===== src/rtl/front_panel_loader_pkg.sv =====
// Shared types and constants for the front-panel loader.
//   state_t  : loader FSM states (IDLE, WRITE, INC)
//   KEY_*    : index of each push button inside key_n / press vectors
package front_panel_loader_pkg;

  typedef enum logic [1:0] {
    IDLE  = 2'd0,
    WRITE = 2'd1,
    INC   = 2'd2
  } state_t;

  localparam int NUM_KEYS = 3;
  localparam int KEY_ADDR = 0;
  localparam int KEY_DATA = 1;
  localparam int KEY_RUN  = 2;

endpackage


===== src/rtl/front_panel_loader_if.sv =====
// Direct memory write port between the loader and LC-3 memory.
//   mem_we   : write request, held until mem_ack
//   mem_addr : write address / current load pointer
//   mem_data : write data, stable while mem_we is high
//   mem_ack  : memory accepted the current write
// master = loader side, slave = memory side.
interface front_panel_loader_if #(
  parameter int ADDR_W = 16,
  parameter int DATA_W = 16
);
  logic              mem_we;
  logic [ADDR_W-1:0] mem_addr;
  logic [DATA_W-1:0] mem_data;
  logic              mem_ack;

  modport master (output mem_we, output mem_addr, output mem_data, input mem_ack);
  modport slave  (input mem_we, input mem_addr, input mem_data, output mem_ack);
endinterface


===== src/rtl/front_panel_loader_key_debounce.sv =====
// One push-button conditioner: 2-flop synchronizer, stability counter and a
// one-cycle press pulse on an accepted 1->0 transition of the active-low key.
//   clk, reset : system clock, async active-high reset
//   key_n      : raw active-low button
//   press      : one-cycle pulse per accepted press (never on release)
module front_panel_loader_key_debounce #(
  parameter int DEBOUNCE_CYCLES = 500000
) (
  input  logic clk,
  input  logic reset,
  input  logic key_n,
  output logic press
);
  localparam int CW = (DEBOUNCE_CYCLES > 1) ? $clog2(DEBOUNCE_CYCLES) : 1;

  logic          sync1, sync2;
  logic          level;   // accepted (debounced) level, 1 = released
  logic [CW-1:0] cnt;

  always_ff @(posedge clk or posedge reset) begin
    if (reset) begin
      sync1 <= 1'b1;
      sync2 <= 1'b1;
      level <= 1'b1;
      cnt   <= '0;
      press <= 1'b0;
    end else begin
      sync1 <= key_n;
      sync2 <= sync1;
      press <= 1'b0;
      // Any return to the accepted level restarts the count, so bounce
      // shorter than the window never gets through.
      if (sync2 == level) begin
        cnt <= '0;
      end else if (cnt == CW'(DEBOUNCE_CYCLES - 1)) begin
        level <= sync2;
        cnt   <= '0;
        press <= level & ~sync2;
      end else begin
        cnt <= cnt + CW'(1);
      end
    end
  end
endmodule


===== src/rtl/front_panel_loader.sv =====
// Front-panel memory loader for the LC-3 FPGA build.
// Debounced KEY[0] latches SW as the load address, KEY[1] writes SW to memory
// at the load address (auto-increment after ack), KEY[2] toggles cpu_run.
// Loading only works while the CPU is halted.
//   clk, reset : system clock, async active-high reset
//   key_n      : raw active-low buttons [0]=addr [1]=data [2]=run/halt
//   sw         : raw switch word
//   bus        : memory write port (master side)
//   cpu_run    : 1 = LC-3 clock enabled
//   overrun    : sticky, a press was dropped (busy or lost priority)
module front_panel_loader
  import front_panel_loader_pkg::*;
#(
  parameter int DEBOUNCE_CYCLES = 500000,
  parameter int ADDR_W          = 16,
  parameter int DATA_W          = 16
) (
  input  logic                clk,
  input  logic                reset,
  input  logic [NUM_KEYS-1:0] key_n,
  input  logic [DATA_W-1:0]   sw,
  front_panel_loader_if.master bus,
  output logic                cpu_run,
  output logic                overrun
);

  logic [NUM_KEYS-1:0] press;
  logic [DATA_W-1:0]   sw_s1, sw_s2;
  state_t              state, state_nx;
  logic [ADDR_W-1:0]   addr, addr_nx;
  logic [DATA_W-1:0]   data, data_nx;
  logic                run_nx, ovr_nx;

  for (genvar k = 0; k < NUM_KEYS; k++) begin : g_key
    front_panel_loader_key_debounce #(
      .DEBOUNCE_CYCLES(DEBOUNCE_CYCLES)
    ) u_deb (
      .clk   (clk),
      .reset (reset),
      .key_n (key_n[k]),
      .press (press[k])
    );
  end

  always_ff @(posedge clk or posedge reset) begin
    if (reset) begin
      sw_s1 <= '0;
      sw_s2 <= '0;
    end else begin
      sw_s1 <= sw;
      sw_s2 <= sw_s1;
    end
  end

  always_ff @(posedge clk or posedge reset) begin
    if (reset) begin
      state   <= IDLE;
      addr    <= '0;
      data    <= '0;
      cpu_run <= 1'b0;
      overrun <= 1'b0;
    end else begin
      state   <= state_nx;
      addr    <= addr_nx;
      data    <= data_nx;
      cpu_run <= run_nx;
      overrun <= ovr_nx;
    end
  end

  always_comb begin
    state_nx = state;
    addr_nx  = addr;
    data_nx  = data;
    run_nx   = cpu_run;
    ovr_nx   = overrun;
    case (state)
      IDLE: begin
        // Priority run > addr > data; losers of a tie are dropped.
        if (press[KEY_RUN]) begin
          run_nx = ~cpu_run;
          if (press[KEY_ADDR] | press[KEY_DATA]) ovr_nx = 1'b1;
        end else if (!cpu_run) begin
          if (press[KEY_ADDR]) begin
            addr_nx = ADDR_W'(sw_s2);
            if (press[KEY_DATA]) ovr_nx = 1'b1;
          end else if (press[KEY_DATA]) begin
            data_nx  = sw_s2;
            state_nx = WRITE;
          end
        end
      end
      WRITE: begin
        if (bus.mem_ack) state_nx = INC;
        if (|press)      ovr_nx   = 1'b1;
      end
      INC: begin
        addr_nx  = addr + ADDR_W'(1);
        state_nx = IDLE;
        if (|press) ovr_nx = 1'b1;
      end
      default: state_nx = IDLE;
    endcase
  end

  // Request is a decode of the state flop: registered, and it drops the
  // moment reset forces the FSM back to IDLE.
  assign bus.mem_we   = (state == WRITE);
  assign bus.mem_addr = addr;
  assign bus.mem_data = data;

endmodule


===== src/flat_wrapper.sv =====
// flat-port wrapper written by rule: the top's interface ports become plain ports
module front_panel_loader_flat import front_panel_loader_pkg::*;
#(
  parameter int DEBOUNCE_CYCLES = 500000,
  parameter int ADDR_W          = 16,
  parameter int DATA_W          = 16
)
  (clk, reset, key_n, sw, cpu_run, overrun, bus_mem_we, bus_mem_addr, bus_mem_data, bus_mem_ack);
  front_panel_loader_if #(.ADDR_W(ADDR_W), .DATA_W(DATA_W)) bus_i ();
  input  logic clk;
  input  logic reset;
  input  logic [NUM_KEYS-1:0] key_n;
  input  logic [DATA_W-1:0] sw;
  output logic cpu_run;
  output logic overrun;
  output wire logic [$bits(bus_i.mem_we)-1:0] bus_mem_we;
  output wire logic [$bits(bus_i.mem_addr)-1:0] bus_mem_addr;
  output wire logic [$bits(bus_i.mem_data)-1:0] bus_mem_data;
  input wire logic [$bits(bus_i.mem_ack)-1:0] bus_mem_ack;
  assign bus_mem_we = bus_i.mem_we;
  assign bus_mem_addr = bus_i.mem_addr;
  assign bus_mem_data = bus_i.mem_data;
  assign bus_i.mem_ack = bus_mem_ack;
  front_panel_loader #(.DEBOUNCE_CYCLES(DEBOUNCE_CYCLES), .ADDR_W(ADDR_W), .DATA_W(DATA_W)) u_core (.clk(clk), .reset(reset), .key_n(key_n), .sw(sw), .bus(bus_i), .cpu_run(cpu_run), .overrun(overrun));
endmodule

===== config.mk =====
export PLATFORM = sky130hd
export DESIGN_NAME = front_panel_loader_flat
export DESIGN_NICKNAME = d
export VERILOG_FILES = /design/src/rtl/front_panel_loader_pkg.sv /design/src/rtl/front_panel_loader_if.sv /design/src/rtl/front_panel_loader_key_debounce.sv /design/src/rtl/front_panel_loader.sv /design/src/flat_wrapper.sv
export SDC_FILE = /design/constraint.sdc
export NUM_CORES = 1
export LEC_CHECK = 0
export CORE_MARGIN = 2
export CORE_UTILIZATION = 33
export DETAILED_ROUTE_END_ITERATION = 8
export GPL_ROUTABILITY_DRIVEN = 1
export SYNTH_ARGS = -nofsm -noshare
export SYNTH_HDL_FRONTEND = slang
export SYNTH_SLANG_ARGS = --single-unit

===== constraint.sdc =====
create_clock -name clk -period 4.1 [get_ports clk]
set_input_delay 0.41 -clock clk [delete_from_list [all_inputs] [get_ports clk]]
set_output_delay 0.41 -clock clk [all_outputs]
set_load 0.005 [all_outputs]

==> metrics <==
CTS tree=built; largest net degree at the start of global routing=71; Area Growth Syn to Fin=23.4%; Synth Net Count=563; FFs w/ async S/R, synth=1.00; setup_tns=0 ns; Max-slew headroom=0.175; Worst Path Class, Setup=reg -> reg; CP delay by family, top=compound AO/OA/AOI/OAI gates; layout cell share with drive strength beyond 1=0.0917; area leader, netlist=dfrtp_1; die area=19100 sq um; CTS Buf Count=17; Post-CTS Setup Bufs=0; Via Count=4222; status=finished clean; max-cap violation count=0; Clock Skews=0.00965 ns; CP max stage cell=o21bai_1; FF-to-FF setup slack=1.83 ns; CP Data Arrival Time=2.51 ns; num ports=57; WL per Instance=14.3 um; mapped cell area=5930 sq um; Core Region=17800 sq um; Synth Flop Type=dfrtp_1; NumNets Final=619; final number of max-transition violations=0; FP Rows=49; CTS root buf=clkbuf_16; pre-CTS setup slack=1.86 ns; DRT iter0 DRCs=262; Tmin final=2.27 ns; commonest non-fill, non-tap cells in the layout=128 x dfrtp_1, 56 x clkdlybuf4s50_1, 49 x nor2_1; Unique masters post-synth=54; Period Utilization, post-route=0.553; Max Freq=441 MHz; crit-path max FO=17; Initial Util=0.334; crit path buf inv count=0; Worst-Margin Slew=1.24 ns; FF+latch count, synth=137; Max IR drop VDD=0.270 mV; Initial DRT Pass Iterations=4; CTS Sinks=137; Syn Inst Count=531; total global-route track usage=0.131; PostCTS Resize Cnt=0; Post-synth EDFFs=0; # fillers=1684; worst min-delay path class=reg -> reg; Syn Area/Cell=11.2 sq um; commonest non-fill, non-tap cell in the layout=dfrtp_1; # setup viols final=0; RSZ-0062 raised after global routing=no; Final Hold Vio Count=0; latest clock arrival within the worst-skew pair=0.41 ns; diodes inserted=0; initial antenna violation count=0; port bufs=56; Die W=138 um; post-detailed-route count of antenna-violating nets=0; startpoint types=flip-flop; register area share after synthesis=0.580; leak pwr=3.09 nW; Remaining Overflow, GRT=0; CP required=4.34 ns; worst path cell trace=nor4_1 -> nand4b_1 -> o21bai_1 -> nor2_1; post-detail-place hpwl=8.02 mm; H-tree levels=4; Yosys warnings=0; Total Routed Length=11.9 mm; Clock Tree Buf Depth=2; pwr dens=411 nW/um^2; share of the synthesized area in the top cell type=0.540; Setup crit end kind=flip-flop; Via density=5.09; # DRC=0; Final WS setup=1.83 ns; placer congestion estimate=0.813; clock-pin slew on the worst setup and hold paths=0.05 ns; global-route wire length before repair=20.6 mm; vias in the first global route=4306; Die H=138 um; hold_buf cts=0; crit-path max cell delay=1.01 ns; synth top area cells=dfrtp_1 54%, dfstp_2 4.0%, xor2_1 3.2%, nor2_1 3.1%, a21oi_1 3.0%
where the power goes:
part / internal (mW) / switching [mW] / leakage, nW
Sequential: 1.38 / 0.0166 / 1.80
Combinational: 0.0324 / 0.0479 / 0.988
Clock: 0.998 / 0.532 / 0.300
Total: 2.41 / 0.597 / 3.09
cells in the mapped netlist, types with 10 or more instances:
library cell	instances
or4_1	12
xor2_1	22
nor3_1	12
ha_1	10
nand2_1	30
dfrtp_1	128
nor2_1	49
a21oi_1	35
clkbuf_1	15
inv_1	20
o21ai_0	16
xnor2_1	17
nand3_1	24
mux2_1	12
nand4_1	19
stage by stage:
| stage | hold WS [ns] | cells | area (sq um) | utilization | power, mW |
|---|---|---|---|---|---|
| after global placement | 0.335 | 797 | 6720 | 0.378 | 1.50 |
| after CTS | 0.346 | 829 | 7320 | 0.412 | 3.05 |
| after detailed placement | 0.335 | 797 | 6720 | 0.378 | 1.51 |
| after global routing | 0.358 | 829 | 7320 | 0.412 | 3.13 |
| after floorplan | 0.331 | 531 | 5930 | - | 1.46 |
| final | 0.345 | 829 | 7320 | 0.412 | 3.01 |
routing by layer:
metal	GRT usage	wire length, um	vias up	part of all wire
met2	0.211	5660	110	0.48
met3	0.0381	577	21	0.049
li1	-	-	2009	-
met5	0	0	-	0
met1	0.166	5420	2082	0.46
met4	0.0548	202	0	0.017
registers in the layout, summed over array words and instances (netlist names):
register,flops
u_core.g_key.u_deb.sync2,3
u_core.g_key.u_deb.level,3
u_core.g_key.u_deb.cnt,57
u_core.sw_s1,16
u_core.bus.mem_data,16
u_core.sw_s2,16
u_core.state,2
u_core.bus.mem_addr,16
u_core.g_key.u_deb.sync1,3
u_core.g_key.u_deb.press,3
u_core.overrun,1
u_core.cpu_run,1
cell type report:
cell class,instances,area (sq um),share of cell area
Timing Repair Buffer,58,588,0.0803
Clock buffer,23,478,0.0653
Tap cell,229,287,0.0391
Sequential cell,137,3440,0.470
Multi-Input combinational cell,353,2330,0.318
Inverter,20,77.6,0.0106
Clock inverter,9,120,0.0164
worst paths after layout:
check                                                    from                            end  depth (start not counted)
worst max register to register  u_core.g_key[0].u_deb.cnt[11]  u_core.g_key[0].u_deb.cnt[12]                          4
worst max-delay path            u_core.g_key[0].u_deb.cnt[11]  u_core.g_key[0].u_deb.cnt[12]                          4
min in group asynchronous                               reset   u_core.g_key[1].u_deb.cnt[5]                          2
worst min-delay path                          u_core.sw_s1[9]                u_core.sw_s2[9]                          0
max in group asynchronous                               reset                u_core.sw_s1[2]                          3
worst min register to register                u_core.sw_s1[9]                u_core.sw_s2[9]                          0
worst reg2reg max path, cell delays in order, from the launching register on:
cell and delay (ns):
dfrtp_1 0.43, nor4_1 0.30, nand4b_1 0.22, o21bai_1 1.01, nor2_1 0.14
logic make-up after synthesis:
logic type	after synthesis	share of synthesized area
XOR/XNOR	39	0.0576
AO/OA/AOI/OAI	85	0.0913
buffers and inverters	41	0.0274
AND/OR/NAND/NOR	196	0.180
adder cells (fa/ha/maj)	10	0.0211
flip-flops	137	0.580
multiplexers	23	0.0430
Power figures use the tool's default switching activity.
